**config.mk**
```make
export PLATFORM = sky130hd
export DESIGN_NAME = detect_top
export DESIGN_NICKNAME = d
export VERILOG_FILES = /design/src/rtl/detect_pkg.sv /design/src/rtl/detect_luma_thresh.sv /design/src/rtl/detect_top.sv
export SDC_FILE = /design/constraint.sdc
export NUM_CORES = 1
export LEC_CHECK = 0
export CORE_ASPECT_RATIO = 1.75
export CORE_MARGIN = 2
export CORE_UTILIZATION = 50
export CTS_CLUSTER_SIZE = 30
export DETAILED_ROUTE_END_ITERATION = 8
export HOLD_SLACK_MARGIN = 0.05
export PLACE_DENSITY = 0.67
export SLEW_MARGIN = 20
export SYNTH_ARGS = -nofsm -noshare
export SYNTH_HDL_FRONTEND = slang
export SYNTH_SLANG_ARGS = --single-unit
```
**constraint.sdc**
```tcl
create_clock -name CLK -period 8.35 [get_ports CLK]
set_input_delay 1.67 -clock CLK [delete_from_list [all_inputs] [get_ports CLK]]
set_output_delay 1.67 -clock CLK [all_outputs]
set_load 0.01 [all_outputs]
```
**src/rtl/detect_pkg.sv**
```systemverilog
// Shared types and constants for the detectinator foreground detector.
package detect_pkg;

  localparam int LUMA_W = 8;
  localparam int S1_W   = 16;

  localparam logic [S1_W-1:0] COEF_R = 16'd77;
  localparam logic [S1_W-1:0] COEF_G = 16'd150;
  localparam logic [S1_W-1:0] COEF_B = 16'd29;

  typedef struct packed {
    logic [7:0] r;
    logic [7:0] g;
    logic [7:0] b;
  } pixel_t;

  // Weighted sum of 255 in every channel is 256*255, so 16 bits never overflow.
  function automatic logic [S1_W-1:0] luma_sum(input pixel_t p);
    return S1_W'(p.r) * COEF_R + S1_W'(p.g) * COEF_G + S1_W'(p.b) * COEF_B;
  endfunction

endpackage

```
**src/rtl/detect_luma_thresh.sv**
```systemverilog
// Two-stage luma conversion and threshold: weighted sum register, then binary mask register.
module luma_thresh
  import detect_pkg::*;
#(
  parameter logic [LUMA_W-1:0] THRESH = 8'd128,
  parameter bit                INVERT = 1'b0
) (
  input  logic   clk_i,
  input  logic   rst_ni,
  input  logic   en_i,
  input  pixel_t pixel_i,
  output logic   bin_o
);

  logic [S1_W-1:0] s1_d, s1_q;
  logic            bin_d, bin_q;

  always_comb begin
    s1_d  = luma_sum(pixel_i);
    bin_d = (s1_q[S1_W-1 -: LUMA_W] >= THRESH) ^ INVERT;
  end

  always_ff @(posedge clk_i) begin
    if (!rst_ni) begin
      s1_q  <= '0;
      bin_q <= 1'b0;
    end else if (en_i) begin
      s1_q  <= s1_d;
      bin_q <= bin_d;
    end
  end

  assign bin_o = bin_q;

endmodule

```
**src/rtl/detect_top.sv**
```systemverilog
// Streaming foreground detector: luma threshold followed by a 3-tap in-row majority filter.
module detect_top
  import detect_pkg::*;
#(
  parameter int WIDTH  = 640,
  parameter int THRESH = 128,
  parameter bit INVERT = 1'b0
) (
  input  logic        CLK,
  input  logic        RESET,
  input  logic        ENABLE,
  input  logic [31:0] DATA,
  output logic        OUT
);

  localparam int COL_W = (WIDTH > 1) ? $clog2(WIDTH) : 1;
  localparam logic [COL_W-1:0] COL_LAST = COL_W'(WIDTH - 1);

  pixel_t           pixel;
  logic             bin;
  logic [COL_W-1:0] cnt_d, cnt_q;
  logic [COL_W-1:0] s1_col_q, bcol_q;
  logic             w0_q, w1_q, out_q;
  logic             w0m, w1m, out_d;
  logic             unused_alpha;

  assign pixel        = pixel_t'(DATA[23:0]);
  assign unused_alpha = ^DATA[31:24];

  luma_thresh #(
    .THRESH (LUMA_W'(THRESH)),
    .INVERT (INVERT)
  ) u_luma_thresh (
    .clk_i   (CLK),
    .rst_ni  (RESET),
    .en_i    (ENABLE),
    .pixel_i (pixel),
    .bin_o   (bin)
  );

  // Taps reaching back past column 0 belong to the previous row and are masked off.
  always_comb begin
    cnt_d = (cnt_q == COL_LAST) ? '0 : cnt_q + COL_W'(1);
    w0m   = w0_q & (bcol_q >= COL_W'(1));
    w1m   = w1_q & (bcol_q >= COL_W'(2));
    out_d = (bin & w0m) | (bin & w1m) | (w0m & w1m);
  end

  // The column travels alongside the pixel so bcol_q always labels the pixel held in bin.
  always_ff @(posedge CLK) begin
    if (!RESET) begin
      cnt_q    <= '0;
      s1_col_q <= '0;
      bcol_q   <= '0;
      w0_q     <= 1'b0;
      w1_q     <= 1'b0;
      out_q    <= 1'b0;
    end else if (ENABLE) begin
      cnt_q    <= cnt_d;
      s1_col_q <= cnt_q;
      bcol_q   <= s1_col_q;
      w1_q     <= w0_q;
      w0_q     <= bin;
      out_q    <= out_d;
    end
  end

  assign OUT = out_q;

endmodule

```
==> results.json, run 1 <==
{
  "run_status": "finished, final reports clean",
  "avgSynthCellArea_um2": 9.93,
  "routed_wire_length_per_instance_um": 14.0,
  "timing.max_slew.rel_slack_pct": 43.9,
  "finish.net_count": 642,
  "fin_skew_ns": 0.00144,
  "layout-drive-gt1-share_pct": 3.43,
  "ys_seq_elements": 35,
  "groute.layer.met1.usage_pct": 20.0,
  "cellLeakagePower_nw": 2.48,
  "grt_start_max_net_pins": 32,
  "top_usage_layer": "met2",
  "globalRouteMet3Util_pct": 2.04,
  "slowest_stage": "sky130_fd_sc_hd__clkdlybuf4s50_1",
  "initial_core_util_pct": 51.1,
  "root_buffer": "sky130_fd_sc_hd__clkbuf_16",
  "global_route.usage.met2_pct": 37.8,
  "drc": 0,
  "post-route-period-util_pct": 93.8,
  "max_cap_violations": 0,
  "dp_hpwl_mm": 7.03,
  "initialDrtViolationCount": 66,
  "fin_setup_tns_ns": 0,
  "reg2reg_slack_ns": 6.76,
  "h_tree_depth_reported_by_cts": 2,
  "crit_type": "primary input to flip-flop",
  "worstPathRequired_ns": 8.57,
  "worst_setup_path_end_kind": "flip-flop",
  "first_global_vias": 3240,
  "timing.final.max_slew_violations": 0,
  "count_of_final_setup_violators": 0,
  "yosysTopAreaCell": "sky130_fd_sc_hd__fa_1",
  "placement.io_buffers": 27,
  "worst_path_dominant_cell_family": "adder cells",
  "finalWirelength_mm": 8.16,
  "timing.critical_path.fanout_max": 6,
  "numCtsBuffers": 5,
  "postSynthNetCount": 615,
  "die_y_um": 128,
  "grt_antenna_before_repair": 0,
  "clock_sink_count": 35,
  "max_freq_ghz": 0.128,
  "synth.distinct_cells": 35,
  "hold-worst-slack_ns": 0.493,
  "post_synth_main_area_contributors": "sky130_fd_sc_hd__fa_1 25%, sky130_fd_sc_hd__ha_1 24%, sky130_fd_sc_hd__dfxtp_1 16%",
  "synth_to_final_area_change_pct": 12.5,
  "cts_tree": "done",
  "worst_slew_pin_slew_ns": 0.839,
  "vias": 2974,
  "cts_resized": 0,
  "postCtsHoldBufs": 0,
  "post_drt_via_cell_ratio": 5.09,
  "cts_setup_buffers": 0,
  "worst_path_largest_cell_delay_ns": 0.55,
  "wire_length_of_the_first_global_routing_pass_mm": 14.1,
  "die-width_um": 74.7,
  "floorplan.rows": 45,
  "hold_viol_final": 0,
  "yosysWarningCount": 0,
  "firstDrtPassIters": 4,
  "timing.final.ws_setup_ns": 0.518,
  "min_path_type": "flip-flop to flip-flop",
  "overflow": 0,
  "gr-usage-all-layers_pct": 18.9,
  "n_antenna_cell": 0,
  "rsz0062_at_grt": "false",
  "timing.critical_path.buf_inv": 5,
  "worstPathArrival_ns": 8.05,
  "clock_latency_ns": 0.27,
  "ir_drop_v": 0.000226,
  "timing.critical_path.cells": "clkdlybuf4s50_1, ha_1, ha_1, inv_1, fa_1, fa_1, inv_1, ha_1, a21o_1, a31oi_1, xnor2_1, ha_1, fa_1, inv_1, fa_1, fa_1, inv_1, ha_1, a21oi_1, o21ai_0, and3_1, a211oi_1, nand4b_1, nand3_1",
  "dp_slack_ns": 0.307,
  "clk_transition_reported_paths_ns": 0.05,
  "netlist.area_leader.share_pct": 25.2,
  "startpoint_type": "primary input",
  "fin_crit_ns": 7.83,
  "core_region_area_um2": 8560,
  "gate_count_after_technology_mapping": 440,
  "power_density_nw_per_um2": 287,
  "max-clock-path-buffers": 2,
  "globalplace.congestion": 0.794,
  "number_of_primary_i_o_pins": 36,
  "die_area_um2": 9530,
  "filler_instances": 770,
  "synth_sequential_area_ratio_pct": 16.0,
  "synthesis.area_um2": 4370,
  "detail-route-antenna-nets": 0
}
-- power by group --
part	leakage (nW)	internal [mW]	switching (mW)
sequential	0.283	0.171	0.00293
clock	0.0727	0.116	0.0630
combinational	2.12	0.479	0.578
total	2.48	0.766	0.644
-- synth_stat cells --
cell type / count
sky130_fd_sc_hd__nand4_1: 4
sky130_fd_sc_hd__nand2b_1: 1
sky130_fd_sc_hd__o41ai_1: 1
sky130_fd_sc_hd__or4_4: 1
sky130_fd_sc_hd__mux2_2: 1
sky130_fd_sc_hd__or2_2: 2
sky130_fd_sc_hd__xnor2_1: 13
sky130_fd_sc_hd__clkbuf_1: 10
sky130_fd_sc_hd__nor4_1: 1
sky130_fd_sc_hd__o211ai_1: 2
sky130_fd_sc_hd__a211oi_1: 2
sky130_fd_sc_hd__a21oi_1: 11
sky130_fd_sc_hd__fa_1: 55
sky130_fd_sc_hd__and2_1: 2
sky130_fd_sc_hd__nand4b_1: 1
sky130_fd_sc_hd__nor2b_1: 25
sky130_fd_sc_hd__nor3_1: 6
sky130_fd_sc_hd__a211o_1: 3
sky130_fd_sc_hd__maj3_1: 1
sky130_fd_sc_hd__o21ai_0: 3
sky130_fd_sc_hd__and4_4: 1
sky130_fd_sc_hd__a21o_1: 9
sky130_fd_sc_hd__ha_1: 85
sky130_fd_sc_hd__inv_1: 88
sky130_fd_sc_hd__dfxtp_1: 35
sky130_fd_sc_hd__a31oi_1: 4
sky130_fd_sc_hd__a31o_2: 1
sky130_fd_sc_hd__mux2i_1: 25
sky130_fd_sc_hd__nor2_1: 13
sky130_fd_sc_hd__and3_1: 2
sky130_fd_sc_hd__xor2_1: 6
sky130_fd_sc_hd__and4_1: 2
sky130_fd_sc_hd__nand2_1: 17
sky130_fd_sc_hd__o311ai_0: 1
sky130_fd_sc_hd__nand3_1: 6
-- metrics by stage --
step / util, % / total power [mW] / instance area (µm²) / instances
6_report: 57.4 / 1.41 / 4910 / 584
5_1_grt: 57.4 / 1.64 / 4910 / 584
4_1_cts: 57.4 / 1.44 / 4910 / 584
3_5_place_dp: 55.7 / 1.25 / 4770 / 577
3_3_place_gp: 55.7 / 1.21 / 4770 / 577
2_1_floorplan: - / 0.981 / 4370 / 440
-- layout by cell type, fill, tap and decap left out, types with 11 or more instances in the layout --
master / Yosys / final
sky130_fd_sc_hd__inv_1: 88 / 88
sky130_fd_sc_hd__a21oi_1: 11 / 11
sky130_fd_sc_hd__xnor2_1: 13 / 13
sky130_fd_sc_hd__nor2_1: 13 / 13
sky130_fd_sc_hd__fa_1: 55 / 55
sky130_fd_sc_hd__dfxtp_1: 35 / 35
sky130_fd_sc_hd__mux2i_1: 25 / 25
sky130_fd_sc_hd__ha_1: 85 / 85
sky130_fd_sc_hd__nor2b_1: 25 / 25
sky130_fd_sc_hd__nand2_1: 17 / 17
sky130_fd_sc_hd__clkdlybuf4s50_1: 0 / 27
-- per-layer routing --
| metal | share of wire [%] | vias to the layer above |
|---|---|---|
| li1 | - | 1478 |
| met1 | 38 | 1437 |
| met2 | 57 | 45 |
| met3 | 2.6 | 14 |
| met4 | 1.9 | 0 |
| met5 | 0 | - |
-- tightest hold or removal path, delay by kind of cell (launching register included) --
family | cells | cell delay [ns]
simple gates | 2 | 0.14
flops | 1 | 0.31
-- logic make-up (layout without fill, tap and decap cells) --
group / count (synthesis) / count (layout) / synth area share, %
AND/OR/NAND/NOR: 84 / 84 / 10.4
XOR/XNOR: 19 / 19 / 3.81
buffers and inverters: 98 / 125 / 8.42
multiplexers: 26 / 26 / 5.99
flip-flops: 35 / 35 / 16.0
adder cells (fa/ha/maj): 141 / 141 / 49.8
AO/OA/AOI/OAI: 37 / 37 / 5.61
-- state kept, by name (all words and copies together), names as in the netlist --
name,count
OUT,1
bcol_q,10
cnt_q,10
s1_col_q,10
u_luma_thresh.bin_o,1
u_luma_thresh.s1_q,1
w0_q,1
w1_q,1
-- final timing paths --
path,startpoint,endpoint,depth (start not counted)
setup / recovery,DATA[14],u_luma_thresh.s1_q[15],24
hold / removal,u_luma_thresh.s1_q[15],u_luma_thresh.s1_q[15],2
setup reg to reg,cnt_q[0],cnt_q[0],6
hold reg to reg,u_luma_thresh.s1_q[15],u_luma_thresh.s1_q[15],2
-- final cells by class --
cell class / instances / area [µm²] / share of cell area (%)
multi-input combinational: 307 / 3300 / 67.2
clock inverter: 1 / 5.00 / 0.102
timing repair buffer: 30 / 293 / 5.96
tap: 117 / 146 / 2.98
sequential: 35 / 701 / 14.3
clock buffer: 6 / 139 / 2.83
inverter: 88 / 330 / 6.72
Power figures use the tool's default switching activity.
==> run 2, diff against run 1 <==
--- a/config.mk
+++ b/config.mk
@@ -6,11 +6,13 @@
 export NUM_CORES = 1
 export LEC_CHECK = 0
+export CELL_PAD_IN_SITES_DETAIL_PLACEMENT = 0
+export CELL_PAD_IN_SITES_GLOBAL_PLACEMENT = 1
 export CORE_ASPECT_RATIO = 1.75
 export CORE_MARGIN = 2
-export CORE_UTILIZATION = 50
+export CORE_UTILIZATION = 47
 export CTS_CLUSTER_SIZE = 30
 export DETAILED_ROUTE_END_ITERATION = 8
 export HOLD_SLACK_MARGIN = 0.05
-export PLACE_DENSITY = 0.67
+export PLACE_DENSITY = 0.79
 export SLEW_MARGIN = 20
 export SYNTH_ARGS = -nofsm -noshare
==> constraint.sdc (replaced) <==
create_clock -name CLK -period 8.35 [get_ports CLK]
set_input_delay 1.67 -clock CLK [delete_from_list [all_inputs] [get_ports CLK]]
set_output_delay 1.67 -clock CLK [all_outputs]
set_load 0.05 [all_outputs]
==> results.json, run 2 (synthesis results as in run 1) <==
{
  "run_status": "finished, final reports clean",
  "gr-usage-all-layers_pct": 18.1,
  "h_tree_depth_reported_by_cts": 2,
  "placement.io_buffers": 27,
  "holdPathStages": 2,
  "wire_length_of_the_first_global_routing_pass_mm": 14.9,
  "finish.net_count": 644,
  "die_y_um": 132,
  "route.met3.wl_um": 146,
  "most-common-layout-cells": "88 x sky130_fd_sc_hd__inv_1, 85 x sky130_fd_sc_hd__ha_1, 55 x sky130_fd_sc_hd__fa_1",
  "placement.cell_area_um2": 4790,
  "worstPathRequired_ns": 8.57,
  "ir_drop_v": 0.000174,
  "mostFrequentLayoutCell": "sky130_fd_sc_hd__inv_1",
  "cts_setup_buffers": 0,
  "root_buffer": "sky130_fd_sc_hd__clkbuf_16",
  "vias": 2958,
  "worst_path_largest_cell_delay_ns": 0.56,
  "hold-worst-slack_ns": 0.489,
  "min_path_type": "flip-flop to flip-flop",
  "slowest_stage": "sky130_fd_sc_hd__fa_1",
  "p_sw_share_pct": 45.4,
  "reg2reg_slack_ns": 6.82,
  "detailroute.wirelength.met2_mm": 4.70,
  "final_core_util_pct": 54.6,
  "startpoint_type": "primary input",
  "numPlacedInstances": 582,
  "maxUsedRoutingLayer": "met4",
  "combinational_share_of_power_pct": 75.0,
  "p_switching_uw": 640,
  "fin_area_um2": 4930,
  "numCtsBuffers": 5,
  "initial_core_util_pct": 48.4,
  "max-clock-path-buffers": 2,
  "die_area_um2": 10100,
  "timing.final.max_slew_violations": 0,
  "finalWirelength_mm": 8.04,
  "post_drt_via_cell_ratio": 5.02,
  "cellLeakagePower_nw": 2.49,
  "max_cap_violations": 0,
  "fin_crit_ns": 7.77,
  "overflow": 0,
  "max_freq_ghz": 0.129,
  "worst_setup_path_end_kind": "flip-flop",
  "globalplace.congestion": 0.823,
  "detail-route-antenna-nets": 0,
  "clock_sink_count": 35,
  "routed_wire_length_per_instance_um": 13.6,
  "firstDrtPassIters": 4,
  "die-width_um": 76.9,
  "dp_hpwl_mm": 7.04,
  "layout-drive-gt1-share_pct": 3.84,
  "clock_latency_ns": 0.28,
  "fin_setup_tns_ns": 0,
  "layout_top_registers": "bcol_q x10, cnt_q x10, s1_col_q x10",
  "grt_antenna_before_repair": 0,
  "n_antenna_cell": 0,
  "postCtsHoldBufs": 0,
  "cts_resized": 0,
  "post_layout_nonfiller_instances": 589,
  "floorplan.rows": 46,
  "timing.critical_path.fanout_max": 6,
  "hold_viol_final": 0,
  "register_area_um2": 701,
  "initialDrtViolationCount": 89,
  "clk_transition_reported_paths_ns": 0.05,
  "count_of_final_setup_violators": 0,
  "route.layer.met1.wl_mm": 3.02,
  "post-route-period-util_pct": 93.1,
  "cts_tree": "done",
  "power.clock.fraction_pct": 12.6,
  "cell_internal_pwr_uw": 771,
  "filler_instances": 865,
  "worst-r2r-cell-count": 6,
  "fin_skew_ns": 0.00473,
  "timing.max_slew.rel_slack_pct": 47.1,
  "power_density_nw_per_um2": 286,
  "worstPathArrival_ns": 7.99,
  "crit_type": "primary input to flip-flop",
  "number_of_primary_i_o_pins": 36,
  "synth_to_final_area_change_pct": 12.9,
  "first_global_vias": 3350,
  "drc": 0,
  "multi_input_area_um2": 3300,
  "rsz0062_at_grt": "false",
  "core_region_area_um2": 9040,
  "grt_start_max_net_pins": 32,
  "seq_power_share_pct": 12.4,
  "worst_slew_pin_slew_ns": 0.790
}
[run 2: routing by layer]
metal	GRT usage (%)	up-vias
li1	-	1488
met1	19.0	1428
met2	36.4	29
met3	1.51	13
met4	6.06	0
met5	0	-
[run 2: per-stage QoR]
stage          power, mW  setup slack (ns)
5_1_grt             1.66             0.217
6_report            1.41             0.576
3_5_place_dp        1.26             0.254
2_1_floorplan      0.982              1.21
3_3_place_gp        1.22             0.306
4_1_cts             1.45             0.532
[run 2: worst paths after layout]
| kind | from | to |
|---|---|---|
| worst max register to register | cnt_q[0] | cnt_q[8] |
| worst min register to register | u_luma_thresh.s1_q[15] | u_luma_thresh.s1_q[15] |
| worst max-delay path | DATA[14] | u_luma_thresh.s1_q[15] |
| worst min-delay path | u_luma_thresh.s1_q[15] | u_luma_thresh.s1_q[15] |
[run 2: area by class of cell]
type	instances	area share, %
multi-input combinational	307	66.9
clock buffer	6	2.82
tap	120	3.04
timing repair buffer	32	6.24
clock inverter	1	0.101
inverter	88	6.70
sequential	35	14.2
[run 2: power by group through the flow]
| stage | combinational (mW) | sequential (mW) | clock, mW |
|---|---|---|---|
| 2_1_floorplan | 0.804 | 0.178 | 0 |
| 3_3_place_gp | 1.05 | 0.178 | 0 |
| 3_5_place_dp | 1.08 | 0.178 | 0 |
| 4_1_cts | 1.09 | 0.174 | 0.183 |
| 5_1_grt | 1.29 | 0.175 | 0.189 |
| 6_report | 1.06 | 0.174 | 0.178 |
[run 2: worst max-delay path, delay by kind of cell]
family / cells / cell delay [ns]
AOI/OAI and AO/OA: 4 / 0.75
xor gates and xnor gates: 1 / 0.15
adders and majority gates: 10 / 4.06
buffers and inverters: 6 / 0.89
and+or+nand+nor: 4 / 0.48
